===== config.mk =====
export PLATFORM = sky130hd
export DESIGN_NAME = gpio_mmio_v2_flat
export DESIGN_NICKNAME = d
export VERILOG_FILES = /design/src/rtl/gpio_mmio_v2_pkg.sv /design/src/rtl/gpio_mmio_v2_if.sv /design/src/rtl/gpio_mmio_v2_in_chan.sv /design/src/rtl/gpio_mmio_v2.sv /design/src/flat_wrapper.sv
export SDC_FILE = /design/constraint.sdc
export NUM_CORES = 1
export LEC_CHECK = 0
export CORE_ASPECT_RATIO = 1.2
export CORE_MARGIN = 4
export CORE_UTILIZATION = 40
export CTS_BUF_LIST = sky130_fd_sc_hd__clkbuf_8
export DETAILED_ROUTE_END_ITERATION = 8
export PLACE_DENSITY = 0.62
export SLEW_MARGIN = 5
export SYNTH_ARGS = -nofsm -noshare
export SYNTH_HDL_FRONTEND = slang
export SYNTH_SLANG_ARGS = --single-unit

===== constraint.sdc =====
create_clock -name clk -period 4.05 [get_ports clk]
set_clock_uncertainty 0.2 [all_clocks]
set_input_delay 0.81 -clock clk [delete_from_list [all_inputs] [get_ports clk]]
set_output_delay 0.81 -clock clk [all_outputs]
set_load 0.005 [all_outputs]

===== src/rtl/gpio_mmio_v2_pkg.sv =====
// gpio_pkg: shared constants for the memory-mapped GPIO peripheral
//   control-block offsets, default base indices and reset values
package gpio_pkg;
   localparam int IRQ_EN_OFS    = 0;
   localparam int IRQ_PEND_OFS  = 1;
   localparam int FREEZE_OFS    = 2;
   localparam int DEF_IN_BASE   = 32;
   localparam int DEF_CTRL_BASE = 48;
   localparam logic [31:0] RST_WORD = 32'h0000_0000;
endpackage


===== src/rtl/gpio_mmio_v2_if.sv =====
// gpio_mmio_v2_if: CPU data-bus bundle for the GPIO peripheral
//   wr_en/addr/dat_i from the CPU, dat_o (combinational read data) and irq back to it
interface gpio_mmio_v2_if;
   logic        wr_en;
   logic [31:0] addr;
   logic [31:0] dat_i;
   logic [31:0] dat_o;
   logic        irq;
   modport master (output wr_en, addr, dat_i, input dat_o, irq);
   modport slave  (input wr_en, addr, dat_i, output dat_o, irq);
endinterface


===== src/rtl/gpio_mmio_v2_in_chan.sv =====
// gpio_in_chan: one input channel - 2-flop synchroniser, freezable hold register, change flag
//   clk, rst_n : clock, async active-low reset
//   din        : raw channel input
//   freeze     : hold dout while the synchroniser keeps sampling
//   dout       : readable channel value
//   chg        : synchronised value differs from dout and channel is not frozen
module gpio_in_chan #(
   parameter int W = 16
) (
   input  logic         clk,
   input  logic         rst_n,
   input  logic [W-1:0] din,
   input  logic         freeze,
   output logic [W-1:0] dout,
   output logic         chg
);
   logic [W-1:0] sync1, sync2;
   always_ff @(posedge clk or negedge rst_n) begin
      if (!rst_n) begin
         sync1 <= '0;
         sync2 <= '0;
         dout  <= '0;
      end else begin
         sync1 <= din;
         sync2 <= sync1;
         if (!freeze) dout <= sync2;
      end
   end
   assign chg = (sync2 != dout) && !freeze;
endmodule


===== src/rtl/gpio_mmio_v2.sv =====
// gpio_mmio_v2: memory-mapped GPIO with output registers, synchronised input channels and irq
//   clk, rst_n : clock, async active-low reset
//   bus        : CPU bus slave (wr_en, addr, dat_i in; dat_o, irq out)
//   in_bus     : NUM_IN packed input channels
//   out_bus    : NUM_OUT packed output registers
module gpio_mmio_v2
   import gpio_pkg::*;
#(
   parameter int NUM_OUT   = 14,
   parameter int OUT_W     = 8,
   parameter int NUM_IN    = 3,
   parameter int IN_W      = 16,
   parameter int ADDR_W    = 6,
   parameter int IN_BASE   = DEF_IN_BASE,
   parameter int CTRL_BASE = DEF_CTRL_BASE
) (
   input  logic                     clk,
   input  logic                     rst_n,
   gpio_mmio_v2_if.slave            bus,
   input  logic [NUM_IN*IN_W-1:0]   in_bus,
   output logic [NUM_OUT*OUT_W-1:0] out_bus
);
   logic [ADDR_W-1:0] idx;
   logic [OUT_W-1:0]  out_r [NUM_OUT];
   logic [IN_W-1:0]   in_val [NUM_IN];
   logic [NUM_IN-1:0] chg, irq_en, pend, frz, clr;
   logic              wr_ien, wr_pend, wr_frz, unused_bits;
   logic [31:0]       rd;
   assign idx         = bus.addr[ADDR_W-1:0];
   assign wr_ien      = bus.wr_en && idx == ADDR_W'(CTRL_BASE + IRQ_EN_OFS);
   assign wr_pend     = bus.wr_en && idx == ADDR_W'(CTRL_BASE + IRQ_PEND_OFS);
   assign wr_frz      = bus.wr_en && idx == ADDR_W'(CTRL_BASE + FREEZE_OFS);
   assign clr         = wr_pend ? bus.dat_i[NUM_IN-1:0] : '0;
   assign unused_bits = ^{bus.addr, bus.dat_i};
   genvar j, k;
   for (j = 0; j < NUM_OUT; j++) begin : g_out
      always_ff @(posedge clk or negedge rst_n) begin
         if (!rst_n) out_r[j] <= OUT_W'(RST_WORD);
         else if (bus.wr_en && idx == ADDR_W'(j)) out_r[j] <= bus.dat_i[OUT_W-1:0];
      end
      assign out_bus[j*OUT_W +: OUT_W] = out_r[j];
   end
   for (k = 0; k < NUM_IN; k++) begin : g_in
      gpio_in_chan #(.W(IN_W)) u_chan (
         .clk    (clk),
         .rst_n  (rst_n),
         .din    (in_bus[k*IN_W +: IN_W]),
         .freeze (frz[k]),
         .dout   (in_val[k]),
         .chg    (chg[k])
      );
   end
   // A set on the same edge as a write-1 clear wins because the OR is applied last.
   always_ff @(posedge clk or negedge rst_n) begin
      if (!rst_n) begin
         irq_en <= NUM_IN'(RST_WORD);
         pend   <= NUM_IN'(RST_WORD);
         frz    <= NUM_IN'(RST_WORD);
      end else begin
         if (wr_ien) irq_en <= bus.dat_i[NUM_IN-1:0];
         if (wr_frz) frz <= bus.dat_i[NUM_IN-1:0];
         pend <= (pend & ~clr) | (chg & irq_en);
      end
   end
   always_comb begin
      rd = '0;
      for (int o = 0; o < NUM_OUT; o++) if (idx == ADDR_W'(o)) rd = 32'(out_r[o]);
      for (int i = 0; i < NUM_IN; i++) if (idx == ADDR_W'(IN_BASE + i)) rd = 32'(in_val[i]);
      rd = idx == ADDR_W'(CTRL_BASE + IRQ_EN_OFS)   ? 32'(irq_en) :
           idx == ADDR_W'(CTRL_BASE + IRQ_PEND_OFS) ? 32'(pend)   :
           idx == ADDR_W'(CTRL_BASE + FREEZE_OFS)   ? 32'(frz)    : rd;
   end
   assign bus.dat_o = rd;
   assign bus.irq   = |(pend & irq_en);
endmodule


===== src/flat_wrapper.sv =====
// flat-port wrapper written by rule: the top's interface ports become plain ports
module gpio_mmio_v2_flat import gpio_pkg::*;
#(
   parameter int NUM_OUT   = 14,
   parameter int OUT_W     = 8,
   parameter int NUM_IN    = 3,
   parameter int IN_W      = 16,
   parameter int ADDR_W    = 6,
   parameter int IN_BASE   = DEF_IN_BASE,
   parameter int CTRL_BASE = DEF_CTRL_BASE
)
  (clk, rst_n, in_bus, out_bus, bus_wr_en, bus_addr, bus_dat_i, bus_dat_o, bus_irq);
  gpio_mmio_v2_if bus_i ();
  input  logic clk;
  input  logic rst_n;
  input  logic [NUM_IN*IN_W-1:0] in_bus;
  output logic [NUM_OUT*OUT_W-1:0] out_bus;
  input wire logic [$bits(bus_i.wr_en)-1:0] bus_wr_en;
  input wire logic [$bits(bus_i.addr)-1:0] bus_addr;
  input wire logic [$bits(bus_i.dat_i)-1:0] bus_dat_i;
  output wire logic [$bits(bus_i.dat_o)-1:0] bus_dat_o;
  output wire logic [$bits(bus_i.irq)-1:0] bus_irq;
  assign bus_i.wr_en = bus_wr_en;
  assign bus_i.addr = bus_addr;
  assign bus_i.dat_i = bus_dat_i;
  assign bus_dat_o = bus_i.dat_o;
  assign bus_irq = bus_i.irq;
  gpio_mmio_v2 #(.NUM_OUT(NUM_OUT), .OUT_W(OUT_W), .NUM_IN(NUM_IN), .IN_W(IN_W), .ADDR_W(ADDR_W), .IN_BASE(IN_BASE), .CTRL_BASE(CTRL_BASE)) u_core (.clk(clk), .rst_n(rst_n), .bus(bus_i), .in_bus(in_bus), .out_bus(out_bus));
endmodule

==> metrics.md, run 1 <==
| Metric | Value |
|---|---|
| Crit path max-delay family | `buffers and inverters` |
| Rows | `67` |
| Type of origin of the critical path | `input port` |
| Layout area overhead | `36.0%` |
| Routed via count | `7863` |
| CTS tree | `built` |
| R2R setup slack | `2.24 ns` |
| First-pass GRT wire length | `~48000 µm` |
| Drt wl/cell | `approximately 21 µm` |
| FF-to-FF Start | `u_core.g_in[1].u_chan.dout[1]$_DFFE_PN0N_` |
| Status | `complete, no violations` |
| Starting density of the core | `40.4%` |
| Antenna violations before repair | `0` |
| CP endpoint kind | `output pin` |
| Synth warn | `0` |
| Crit-path slowest cell | `mux4_2` |
| Yosys cell types | `66` |
| Critical Path, Cell by Cell | `buf_2 -> buf_4 -> buf_4 -> mux4_2 -> nand2_1 -> a221o_1 -> nand4_1 -> a221o_1 -> dlygate4sd2_1` |
| CTS HTree Levels | `2` |
| Period minus WS final | `roughly 4.0 ns` |
| Kind of path behind the tightest hold check | `input port to async pin` |
| Reg2Reg Depth | `4` |
| Post-DP HPWL | `23600 µm` |
| CTS Buffer Depth | `3` |
| Crit path kind | `input port to output pin` |
| CP Data Arrival Time | `2.95 ns` |
| Iteration-0 DRC Markers | `451` |
| Post-synth top area share | `58.9%` |
| Clock Sinks | `265` |
| Pleak | `0.00683 µW` |
| DIE HEIGHT | `192 µm` |
| Largest cells by area after synthesis | `dfrtp_1, mux2_2, xor2_1` |
| Largest area contributor in the netlist | `dfrtp_1` |
| Synth async-reset ratio | `100%` |
| Core box area | `0.0278 mm²` |
| Max Clk Rate | `around 250 MHz` |
| Worst-path clk slew | `0.06 ns` |
| Final setup viols | `0` |
| Post-synthesis cell area | `0.0113 mm²` |
| Yosys reg bits | `between 200 and 300` |
| Register area share after synthesis | `between 50% and 60%` |
| Design Power | `6560 µW` |
| RSZ-0062 raised after global routing | `no` |
| Layout Nets | `1246` |
| Final WL | `31600 µm` |
| Post-synth EDFFs | `0` |
| I/O pin count | `260` |
| GRT overflow | `0` |
| Placed Cells | `1458` |
| 1st-pass router iterations | `5` |
| Share of layout cells above drive strength 1 | `approximately a third` |
| Total global-route track usage | `20.2%` |
| Critical path buffer and inverter count | `4` |
| Footprint of the multi-input gates | `about 0.0044 mm²` |
| Pwr/cell area | `429 mW/mm²` |
| Post-Syn Area per Cell | `between 10 and 15 µm²` |
| Antenna viol nets, final | `0` |
| Fillers | `2489` |
| Sequential cell area | `0.00663 mm²` |
| Die width | `161 µm` |
| CTS root buf | `clkbuf_8` |
| # DRC | `0` |
| Final period util | `97.9%` |
| Worst path max stage delay | `just over 0.5 ns` |
| CTS Buf Count | `between 40 and 50` |
| Worst Path Required | `roughly 3.0 ns` |
| ANT cells | `0` |
| Clock Latency Late Sink | `0.53 ns` |
| Critical path startpoint | `bus_addr[0]` |
| Via density | `around 5.1` |
| Peak supply drop | `between 200 and 250 µV` |
| Die ar. | `0.0309 mm²` |
| Slew HR | `41.4%` |
| Crit path capture | `bus_dat_o[2]` |
| Tightest Pin Transition | `0.879 ns` |
| Max Slew Vio Count | `0` |
| FF-to-FF End | `u_core.pend[1]$_DFF_PN0_` |
| Final Non-Filler Cells | `1541` |
| Hold-fix buffers, CTS | `0` |
| Synthesized instance count | `826` |
| Instance count on the critical path | `9` |
| PortBufs | `~190` |
| Vias in the first global route | `roughly 8200` |
| Final hold violation count | `0` |
| Synth Flop Type | `dfrtp_1` |
| Max_cap viols | `0` |
| Largest net degree at the start of global routing | `104` |
| RD Place Congestion | `0.945` |
| Crit path max fanout | `7` |
-- worst register-to-register path: stages (launching register included) --
cell and delay (ns):
dfrtp_1 0.48, xor2_1 0.18, nor4_1 0.36, nand4_1 0.19
a32o_1 0.30
-- registers in the layout, indices dropped and copies added (netlist names) --
register,cells
u_core.frz,3
u_core.g_in.u_chan.dout,48
u_core.out_bus,112
u_core.irq_en,3
u_core.g_in.u_chan.sync1,48
u_core.g_in.u_chan.sync2,48
u_core.pend,3
-- final cells by class --
type,count,area share [%]
Clock buffer,58,5.22
Clock inverter,17,0.622
Inverter,10,0.245
Multi-Input combinational cell,506,29.0
Sequential cell,265,43.4
Tap cell,379,3.10
Timing Repair Buffer,306,18.4
-- power by group --
| part | internal (µW) | switching (µW) |
|---|---|---|
| combinational | 655 | 386 |
| clock | 1330 | 995 |
| sequential | 2920 | 277 |
| total | 4910 | 1660 |
-- routing by layer --
metal | GRT usage [%] | wire length, µm | vias up
met2 | 37.0 | 16600 | 268
met4 | 6.40 | 869 | 0
li1 | - | - | 3600
met5 | 0 | 0 | -
met3 | 3.61 | 1650 | 59
met1 | 24.3 | 12500 | 3936
-- worst min path at each step --
stage,end,startpoint
final,u_core.out_bus[44]$_DFFE_PN0P_,rst_n
after detailed placement,u_core.g_in[1].u_chan.sync2[8]$_DFF_PN0_,u_core.g_in[1].u_chan.sync1[8]$_DFF_PN0_
after floorplan,u_core.g_in[0].u_chan.sync2[0]$_DFF_PN0_,u_core.g_in[0].u_chan.sync1[0]$_DFF_PN0_
after global placement,u_core.g_in[1].u_chan.sync2[9]$_DFF_PN0_,u_core.g_in[1].u_chan.sync1[9]$_DFF_PN0_
after CTS,u_core.g_in[2].u_chan.sync2[12]$_DFF_PN0_,u_core.g_in[2].u_chan.sync1[12]$_DFF_PN0_
after global routing,u_core.out_bus[44]$_DFFE_PN0P_,rst_n
-- synth_stat cells (3+ instances only) --
library cell,number
a221oi_1,4
nor2b_1,9
mux2i_1,18
o221ai_1,7
a211oi_1,3
nand2_1,34
nor2_2,6
nand3_1,16
o22ai_1,8
nor4_1,12
nand4_1,6
nor3_1,7
nor4b_1,3
o2111ai_1,3
nor2_1,24
dfrtp_1,265
a32o_1,5
a21oi_1,7
buf_4,16
a221o_1,3
or2_2,3
mux4_2,8
o211ai_1,4
a32oi_1,3
o21ai_0,18
xor2_1,48
inv_1,9
a21o_1,3
and3_1,7
clkbuf_1,26
buf_2,15
a22oi_1,4
mux2_2,174
nand2b_1,3
a222oi_1,5
-- layout by cell type, fill, tap and decap left out, types with 9 or more instances in the layout --
cell,instances
nand3_1,16
clkdlybuf4s50_1,178
conb_1,16
nand2_1,34
dfrtp_1,265
buf_4,102
o21ai_0,13
nor2b_1,9
clkbuf_8,58
mux2_2,174
nor2_2,9
inv_1,23
nor2_1,20
xor2_1,48
nor4_1,12
mux2i_1,18
-- through the flow --
stage | TNS, ns | worst slack [ns] | instance area (µm²) | utilization (%) | hold slack (ns)
final | 0 | 0.0861 | 15300 | 55.0 | 0.0957
after CTS | 0 | 0.0360 | 15200 | 54.8 | 0.142
after global routing | 0 | 0.0146 | 15300 | 55.0 | 0.152
after global placement | -5.97 | -0.520 | 14200 | 51.1 | 0.134
after detailed placement | -5.97 | -0.568 | 14200 | 51.1 | 0.135
after floorplan | 0 | 0.627 | 11300 | - | 0.131
-- timing repair --
action,CTS,global route
gates resized for setup,38,17
endpoints found under the setup margin,16,10
pin swaps,13,6
setup buffers,5,3
gates cloned,0,1
-- cells by family (layout without fill, tap and decap cells) --
kind of cell	after synthesis	in the layout	share of synthesized area (%)
multiplexers	200	200	20.6
XOR/XNOR	48	48	3.74
other	1	16	0.0333
AO/OA/AOI/OAI	95	95	6.38
buffers and inverters	70	391	3.10
AND/OR/NAND/NOR	147	147	7.19
flip-flops	265	265	58.9
No activity file was read; power rests on OpenSTA's default activity.
==> run 2, diff against run 1 <==
Settings changed: SKIP_LAST_GASP from default to 1.
==> metrics.md, run 2 (synthesized netlist as in run 1, its figures left out) <==
| Metric | Value |
|---|---|
| Status | `complete, no violations` |
| Max Used Layer | `met4` |
| Seq pwr share | `48.7% (about the same)` |
| Starting density of the core | `40.4% (unchanged)` |
| DIE HEIGHT | `192 µm (unchanged)` |
| Antenna violations before repair | `0 (unchanged)` |
| Drt wl/cell | `20.6 µm (+0.25%)` |
| Final hold violation count | `0 (unchanged)` |
| Clock Latency Late Sink | `0.53 ns (about the same)` |
| Core box area | `0.0278 mm² (unchanged)` |
| Period minus WS final | `3.97 ns (+0.00768 ns)` |
| Layout Nets | `1246 (unchanged)` |
| Wire length on met3 | `1650 µm (+0.18%)` |
| Design Power | `6560 µW (about the same)` |
| Final setup viols | `0 (unchanged)` |
| Vias in the first global route | `8217 (-0.049%)` |
| Sequential cell area | `0.00663 mm² (unchanged)` |
| Comb pwr share | `15.9% (about the same)` |
| I/O pin count | `260 (unchanged)` |
| Max_cap viols | `0 (unchanged)` |
| Die ar. | `0.0309 mm² (unchanged)` |
| Metal-1 WL | `12600 µm (+0.78%)` |
| Kind of path behind the tightest hold check | `input port to async pin` |
| Max Slew Vio Count | `0 (unchanged)` |
| Clock Sinks | `265 (unchanged)` |
| Footprint of the multi-input gates | `0.00443 mm² (-0.25%)` |
| Met2 wire length | `16600 µm (-0.19%)` |
| P_int | `4910 µW (about the same)` |
| PortBufs | `193 (unchanged)` |
| Final setup margin | `0.0785 ns (-0.00768 ns)` |
| Commonest non-fill, non-tap cells in the layout | `dfrtp_1, clkdlybuf4s50_1, mux2_2` |
| Switch Pwr | `1660 µW (about the same)` |
| Pleak | `0.00683 µW (about the same)` |
| Rows | `67 (unchanged)` |
| GRT overflow | `0 (unchanged)` |
| Antenna viol nets, final | `0 (unchanged)` |
| Max Clk Rate | `252 MHz (-0.19%)` |
| 1st-pass router iterations | `6 (+1)` |
| Routed via count | `7864 (+0.013%)` |
| Switching share of power | `25.3% (about the same)` |
| CTS Buffer Depth | `3 (unchanged)` |
| ANT cells | `0 (unchanged)` |
| Die width | `161 µm (unchanged)` |
| Largest net degree at the start of global routing | `104 (unchanged)` |
| CP Data Arrival Time | `2.96 ns (about the same)` |
| Crit path kind | `input port to output pin` |
| Crit path max fanout | `7 (unchanged)` |
| Total global-route track usage | `20.2% (unchanged)` |
| Final WL | `31700 µm (+0.25%)` |
| Slew HR | `41.3% (-0.17 points)` |
| Post-DP HPWL | `23600 µm (unchanged)` |
| Peak supply drop | `245 µV (about the same)` |
| CP endpoint kind | `output pin` |
| Share of layout cells above drive strength 1 | `33.9% (-0.17 points)` |
| Worst Path Required | `3.04 ns (about the same)` |
| Fillers | `2490 (+0.040%)` |
| CTS HTree Levels | `2 (unchanged)` |
| Tightest Pin Transition | `0.881 ns (+0.00256 ns)` |
| Commonest non-fill, non-tap cell in the layout | `dfrtp_1` |
| RSZ-0062 raised after global routing | `yes` |
| Via density | `5.10 (about the same)` |
| Worst-path clk slew | `0.06 ns (about the same)` |
| RD Place Congestion | `0.945 (unchanged)` |
| Max reg flops | `112 (unchanged)` |
| CTS root buf | `clkbuf_8` |
| # DRC | `0 (unchanged)` |
| CTS tree | `built` |
| Min Hold Slack | `0.0942 ns (-0.00143 ns)` |
| Pwr/cell area | `430 mW/mm² (about the same)` |
| Iteration-0 DRC Markers | `461 (+2.2%)` |
| Type of origin of the critical path | `input port` |
| First-pass GRT wire length | `48300 µm (about the same)` |
| Place WS | `-0.568 ns (unchanged)` |
| Clock network power share | `35.4% (about the same)` |
| Final period util | `98.1% (+0.19 points)` |
| Layout area overhead | `35.8% (about the same)` |
| CTS Buf Count | `42 (unchanged)` |
run 2: changes by cell type in the layout (fill, tap and decap cells not counted):
cell / previous run / this run
buf_4: 102 / 103
buf_2: 3 / 2
a31oi_1: 1 / 2
a31oi_2: 1 / 0
buf_6: 7 / 6
a22oi_1: 3 / 4
clkbuf_2: 2 / 3
a22oi_2: 1 / 0
run 2: repair_timing:
| action | in CTS | in global routing |
|---|---|---|
| hold buffers | 0 | 0 |
| gates resized for setup | 36 | 15 |
| gates cloned | 0 | 1 |
| setup buffers | 5 | 2 |
| setup endpoints to repair | 16 | 14 |
| pin swaps | 12 | 3 |
run 2: worst max-delay path, stage by stage:
cell,delay [ns]
dlygate4sd2_1,0.21
buf_6,0.13
or4b_4,0.50
buf_6,0.15
a22oi_1,0.18
o211ai_1,0.11
o211ai_1,0.32
a31oi_1,0.13
buf_4,0.15
dlygate4sd2_1,0.25
run 2: final timing paths:
check,slack (ns),end,start,cells after the start
max,0.08,bus_dat_o[3],bus_addr[2],10
min,0.09,u_core.out_bus[44]$_DFFE_PN0P_,rst_n,1
max reg2reg,2.24,u_core.pend[1]$_DFF_PN0_,u_core.g_in[1].u_chan.dout[1]$_DFFE_PN0N_,4
min reg2reg,0.14,u_core.g_in[2].u_chan.sync2[12]$_DFF_PN0_,u_core.g_in[2].u_chan.sync1[12]$_DFF_PN0_,0
max in group asynchronous,2.59,u_core.g_in[1].u_chan.sync2[11]$_DFF_PN0_,rst_n,2
min in group clk,0.14,u_core.g_in[2].u_chan.sync2[12]$_DFF_PN0_,u_core.g_in[2].u_chan.sync1[12]$_DFF_PN0_,0
run 2: power groups by stage:
stage,logic (µW),clock network (µW),registers [µW]
4_1_cts,1050,2410,3200
3_3_place_gp,1030,0,3240
2_1_floorplan,459,0,3140
6_report,1040,2330,3200
5_1_grt,1120,2520,3230
3_5_place_dp,1040,0,3250
run 2: routing by layer:
metal	vias to the layer above	GRT usage [%]
met4	0	6.30
met5	-	0
li1	3598	-
met3	60	3.61
met2	259	37.0
met1	3947	24.3
run 2: final cells by class:
type / instances / area share [%]
sequential: 265 / 43.4
tap: 379 / 3.10
inverter: 10 / 0.246
multi-input combinational: 506 / 29.0
clock buffer: 58 / 5.22
clock inverter: 17 / 0.622
timing repair buffer: 306 / 18.4
run 2: per-stage QoR:
| stage | std cells | area (µm²) | TNS, ns | utilization [%] |
|---|---|---|---|---|
| global route | 1541 | 15300 | -0.00981 | 54.9 |
| CTS | 1538 | 15200 | -0.0358 | 54.7 |
| floorplan | 841 | 11300 | 0 | - |
| global placement | 1458 | 14200 | -5.97 | 51.1 |
| detailed placement | 1458 | 14200 | -5.97 | 51.1 |
| finish | 1541 | 15300 | 0 | 54.9 |
